File: src/rtl/mem_access_unit.sv
// rtl/mem_access_unit.sv - load/store unit: funct3 decode, lane steering, extension, fault detect
// Optional MAU_TIMEOUT_EN: REQ-state wait counter that faults after TIMEOUT_CYCLES without mem_ack.
module mem_access_unit #(
  parameter int ADDR_W         = 32,
  parameter int TIMEOUT_CYCLES = 255
) (
  input  logic              clk,
  input  logic              rst_n,
  input  logic              req_valid,
  output logic              req_ready,
  input  logic              req_we,
  input  logic [2:0]        req_func,
  input  logic [ADDR_W-1:0] req_addr,
  input  logic [31:0]       req_wdata,
  output logic              resp_valid,
  input  logic              resp_ready,
  output logic [31:0]       resp_rdata,
  output logic              resp_err,
  output logic              mem_req,
  output logic              mem_we,
  output logic [3:0]        mem_be,
  output logic [ADDR_W-3:0] mem_addr,
  output logic [31:0]       mem_wdata,
  input  logic              mem_ack,
  input  logic [31:0]       mem_rdata
);

  typedef enum logic [1:0] {IDLE, REQ, RESP} state_t;

  state_t      state, state_nx;
  logic [2:0]  func_q;
  logic [1:0]  off_q;
  logic        illegal, misaligned, fault;
  logic [3:0]  be_d;
  logic [31:0] wdata_d;
  logic [7:0]  ld_byte;
  logic [15:0] ld_half;
  logic [31:0] ld_ext;
  logic        timeout_hit;

  // Request decode, evaluated on the raw core inputs while IDLE.
  always_comb begin
    illegal    = req_we ? (req_func[2] || req_func[1:0] == 2'b11)
                        : (req_func == 3'b011 || req_func[2:1] == 2'b11);
    misaligned = (req_func[1:0] == 2'b01 && req_addr[0]) ||
                 (req_func[1:0] == 2'b10 && req_addr[1:0] != 2'b00);
    fault      = illegal || misaligned;
    be_d       = 4'b1111;
    wdata_d    = req_wdata;
    if (req_we) begin
      case (req_func[1:0])
        2'b00: begin
          be_d    = 4'b0001 << req_addr[1:0];
          wdata_d = {4{req_wdata[7:0]}};
        end
        2'b01: begin
          be_d    = 4'b0011 << req_addr[1:0];
          wdata_d = {2{req_wdata[15:0]}};
        end
        default: ;
      endcase
    end
  end

  // Load lane select and extension from the latched funct3/offset.
  always_comb begin
    ld_byte = mem_rdata[{off_q, 3'b000} +: 8];
    ld_half = mem_rdata[{off_q[1], 4'b0000} +: 16];
    case (func_q)
      3'b000:  ld_ext = {{24{ld_byte[7]}}, ld_byte};
      3'b001:  ld_ext = {{16{ld_half[15]}}, ld_half};
      3'b100:  ld_ext = {24'h0, ld_byte};
      3'b101:  ld_ext = {16'h0, ld_half};
      default: ld_ext = mem_rdata;
    endcase
  end

`ifdef MAU_TIMEOUT_EN
  localparam logic [15:0] TO_LAST = 16'(TIMEOUT_CYCLES - 1);
  logic [15:0] wait_cnt;

  // An ack in the final cycle takes priority over the timeout.
  assign timeout_hit = (state == REQ) && !mem_ack && (wait_cnt == TO_LAST);

  always_ff @(posedge clk) begin
    if (!rst_n || state != REQ) wait_cnt <= '0;
    else                        wait_cnt <= wait_cnt + 16'd1;
  end
`else
  logic unused_timeout_cfg;
  assign timeout_hit        = 1'b0;
  assign unused_timeout_cfg = (TIMEOUT_CYCLES != 0);
`endif

  always_ff @(posedge clk) begin
    if (!rst_n) state <= IDLE;
    else        state <= state_nx;
  end

  always_comb begin
    state_nx   = state;
    req_ready  = 1'b0;
    resp_valid = 1'b0;
    mem_req    = 1'b0;
    case (state)
      IDLE: begin
        req_ready = rst_n;
        if (req_valid) state_nx = fault ? RESP : REQ;
      end
      REQ: begin
        mem_req = 1'b1;
        if (mem_ack || timeout_hit) state_nx = RESP;
      end
      RESP: begin
        resp_valid = 1'b1;
        if (resp_ready) state_nx = IDLE;
      end
      default: state_nx = IDLE;
    endcase
  end

  always_ff @(posedge clk) begin
    if (!rst_n) begin
      func_q     <= '0;
      off_q      <= '0;
      mem_we     <= 1'b0;
      mem_be     <= '0;
      mem_addr   <= '0;
      mem_wdata  <= '0;
      resp_rdata <= '0;
      resp_err   <= 1'b0;
    end else begin
      case (state)
        IDLE: begin
          if (req_valid) begin
            func_q     <= req_func;
            off_q      <= req_addr[1:0];
            resp_err   <= fault;
            resp_rdata <= '0;
            // Faulted requests leave the memory bus untouched.
            if (!fault) begin
              mem_we    <= req_we;
              mem_be    <= be_d;
              mem_addr  <= req_addr[ADDR_W-1:2];
              mem_wdata <= wdata_d;
            end
          end
        end
        REQ: begin
          if (mem_ack) begin
            resp_rdata <= mem_we ? 32'h0 : ld_ext;
            resp_err   <= 1'b0;
          end else if (timeout_hit) begin
            resp_rdata <= 32'h0;
            resp_err   <= 1'b1;
          end
        end
        default: ;
      endcase
    end
  end

endmodule
File: config.mk
export PLATFORM = sky130hd
export DESIGN_NAME = mem_access_unit
export DESIGN_NICKNAME = d
export VERILOG_FILES = /design/src/rtl/mem_access_unit.sv
export SDC_FILE = /design/constraint.sdc
export NUM_CORES = 1
export LEC_CHECK = 0
export CORE_MARGIN = 2
export CORE_UTILIZATION = 45
export DETAILED_ROUTE_END_ITERATION = 16
export GPL_ROUTABILITY_DRIVEN = 0
export PLACE_DENSITY = 0.85
export SYNTH_ARGS = -nofsm -noshare
export SYNTH_HDL_FRONTEND = slang
export SYNTH_SLANG_ARGS = --single-unit
File: constraint.sdc
create_clock -name clk -period 4.1 [get_ports clk]
set_input_delay 0.82 -clock clk [delete_from_list [all_inputs] [get_ports clk]]
set_output_delay 0.82 -clock clk [all_outputs]
set_load 0.005 [all_outputs]
==> results.toml <==
[status]
status = "complete, no violations"

[critical_path]
start_kind = "input port"
slowest_delay_ns = 0.58
cpMostUsedCell = "clkdlybuf4s50_1"
crit_fanout = 4
worstPathArrival_ns = 2.13
end_kind = "output pin"
critical_path_required_ns = 3.28
critPathSlowestCell = "clkdlybuf4s50_1"
path_cells = "clkdlybuf4s50_1 -> inv_2 -> nor3_1 -> clkdlybuf4s50_1"
r2r_cells = 4
crit_type = "input port to output pin"

[finish]
drive_above_1_share = 0.0748
syn2layout_area_growth_pct = 50.6
fin_nets = 823
n_antenna_cell = 0
final_cells = 855

[global_routing]
grt_usage = 0.267
grt_pass1_wl_um = 23700
antenna_found_initial = 0
overflow = 0
first_global_vias = 4672
grt_max_degree = 60

[die]
ioPinCount = 208
rows = 36
core_area_um2 = 9820
dieArea_um2 = 11000
die_height_um = 105
initial_core_util = 0.466
dieWidth_um = 105

[sta]
slew_violations = 0
max_freq_mhz = 339
slew_headroom = 0.247
finalSetupViolations = 0
rsz0062_at_grt = "false"
setup-tns-final_ns = 0
post-route-period-util = 0.720
hold_violations = 0
period_needed_ns = 2.95
fin_ws_ns = 1.15
finalClockSkew_ns = 0.00875
worst_pin_slew_ns = 1.12

[drt]
avgViaCountPerCell = 5.64
drcViolationCount = 0
ant_nets = 0
routedWlPerCell_um = 17.7
first_pass_iters = 5
wirelength_um = 15100
via_count = 4826
first_iter_violations = 272

[logic_synthesis]
async_reset_ff_frac = 0
yosysSeqAreaShare = 0.468
yosysWarnings = 0
ys_ff_latch = 107
postSynthCellCount = 538
synth_area_um2 = 4580
syn-num-nets = 643
ys_dominant_reg_cell = "dfxtp_1"
synthDistinctLibCells = 42
syn_avg_cell_area_um2 = 8.50
synth-edff-count = 0

[clocking]
clockRootBuffer = "clkbuf_8"
clk_path_buf_depth = 2
ctsHoldBuffers = 0
cts_resized = 0
clkTransAtPathRegs_ns = 0.09
cts_htree_levels = 3
clock_sinks = 107
cts_buffers = 9
cts_tree = "built"
post_cts_buffers = 0
clock_latency_ns = 0.36

[pwr]
power.internal_w = 0.00160
power_density_nw_per_um2 = 315
power_switching_w = 0.000577
comb_power_share = 0.194
power_w = 0.00217
p_leak_nw = 2.44
switching_share = 0.266
power_frac_seq = 0.517
ir_drop_uv = 254
clkPwrFrac = 0.289

[place]
place_worst_setup_slack_ns = 0.819
placed_cells = 840
port_buffers = 207
hpwl_um = 11100

[hold_path]
whs_path_depth = 2
worstHoldPathType = "flip-flop to flip-flop"

[run]
drv_cap = 0
area by class of cell:
type	count	area, um^2
fill	802	2930
clock buffer	10	128
clock inverter	5	55.1
sequential	107	2140
inverter	10	37.5
timing repair buffer	214	2140
multi-input combinational	376	2230
tap	133	166
cell families (layout without fill, tap and decap cells):
group / count (synthesis) / in the layout / share of synthesized area
buf+inv: 55 / 239 / 0.0489
mux: 17 / 17 / 0.0402
compound gates: 164 / 164 / 0.253
simple gates: 195 / 195 / 0.190
flops: 107 / 107 / 0.468
worst max-delay path: cells and delay by family:
kind,cells,cell delay (ns)
buffers and inverters,3,1.17
and+or+nand+nor,1,0.13
routing by layer:
metal	global-route usage	vias up	wire, um
met1	0.305	2276	5900
met5	0	-	0
met4	0.0952	0	484
met3	0.0979	35	1330
li1	-	2285	-
met2	0.455	230	7410
Yosys cell counts, types with 3 or more instances:
master	n	share of area
o2bb2ai_1	7	0.013
nor2b_1	6	0.0082
clkbuf_1	38	0.031
buf_1	3	0.0025
dfxtp_1	107	0.47
a221o_2	15	0.037
nand2b_1	5	0.0068
a22o_1	8	0.015
o31ai_1	17	0.028
o32ai_1	7	0.013
o21ai_0	20	0.022
and3b_1	7	0.013
mux2_2	11	0.027
a211o_1	7	0.013
nand2_1	99	0.081
inv_1	8	0.0066
nand3_1	23	0.025
nor3_1	4	0.0044
mux2i_1	6	0.013
a311oi_1	10	0.019
nor2_1	41	0.034
a21oi_1	62	0.068
cell usage in the layout (no fill, tap or decap), types with 6 or more instances in the layout:
cell type / count
a311oi_1: 10
o2bb2ai_1: 7
mux2_2: 11
a21oi_1: 62
nand2_1: 99
o21ai_0: 20
and3b_1: 7
mux2i_1: 6
a211o_1: 7
clkdlybuf4s50_1: 207
inv_1: 8
nor2_1: 40
clkbuf_8: 9
nand3_1: 23
dfxtp_1: 107
o31ai_1: 17
buf_4: 6
a221o_2: 15
o32ai_1: 7
a22o_1: 8
power by group through the flow:
stage          Sequential (W)  Clock (W)  Combinational [W]
2_1_floorplan         0.00114          0           0.000180
3_3_place_gp          0.00114          0           0.000406
3_5_place_dp          0.00115          0           0.000417
4_1_cts               0.00112   0.000632           0.000421
5_1_grt               0.00113   0.000673           0.000456
6_report              0.00112   0.000627           0.000422
final timing paths:
kind | start | to | slack [ns]
hold reg to reg | mem_addr[7]$_SDFFE_PN0P_ | mem_addr[7]$_SDFFE_PN0P_ | 0.46
hold / removal | mem_addr[7]$_SDFFE_PN0P_ | mem_addr[7]$_SDFFE_PN0P_ | 0.46
setup reg to reg | off_q[0]$_SDFFE_PN0P_ | resp_rdata[29]$_SDFFE_PN0P_ | 1.72
setup / recovery | rst_n | req_ready | 1.15
flip-flops by register name, summed over array words and instances, names as in the netlist:
signal and count:
mem_addr 30, func_q 3, resp_err 1, mem_we 1, mem_wdata 32, mem_be 4
resp_rdata 32, off_q 2, state 2
metrics by stage:
step | util | instance area (um^2) | hold WS (ns)
3_5_place_dp | 0.683 | 6710 | 0.450
2_1_floorplan | - | 4580 | 0.453
5_1_grt | 0.702 | 6890 | 0.475
3_3_place_gp | 0.683 | 6710 | 0.441
6_report | 0.702 | 6890 | 0.460
4_1_cts | 0.702 | 6890 | 0.463
Note: power is estimated with default switching activity, not from simulation.
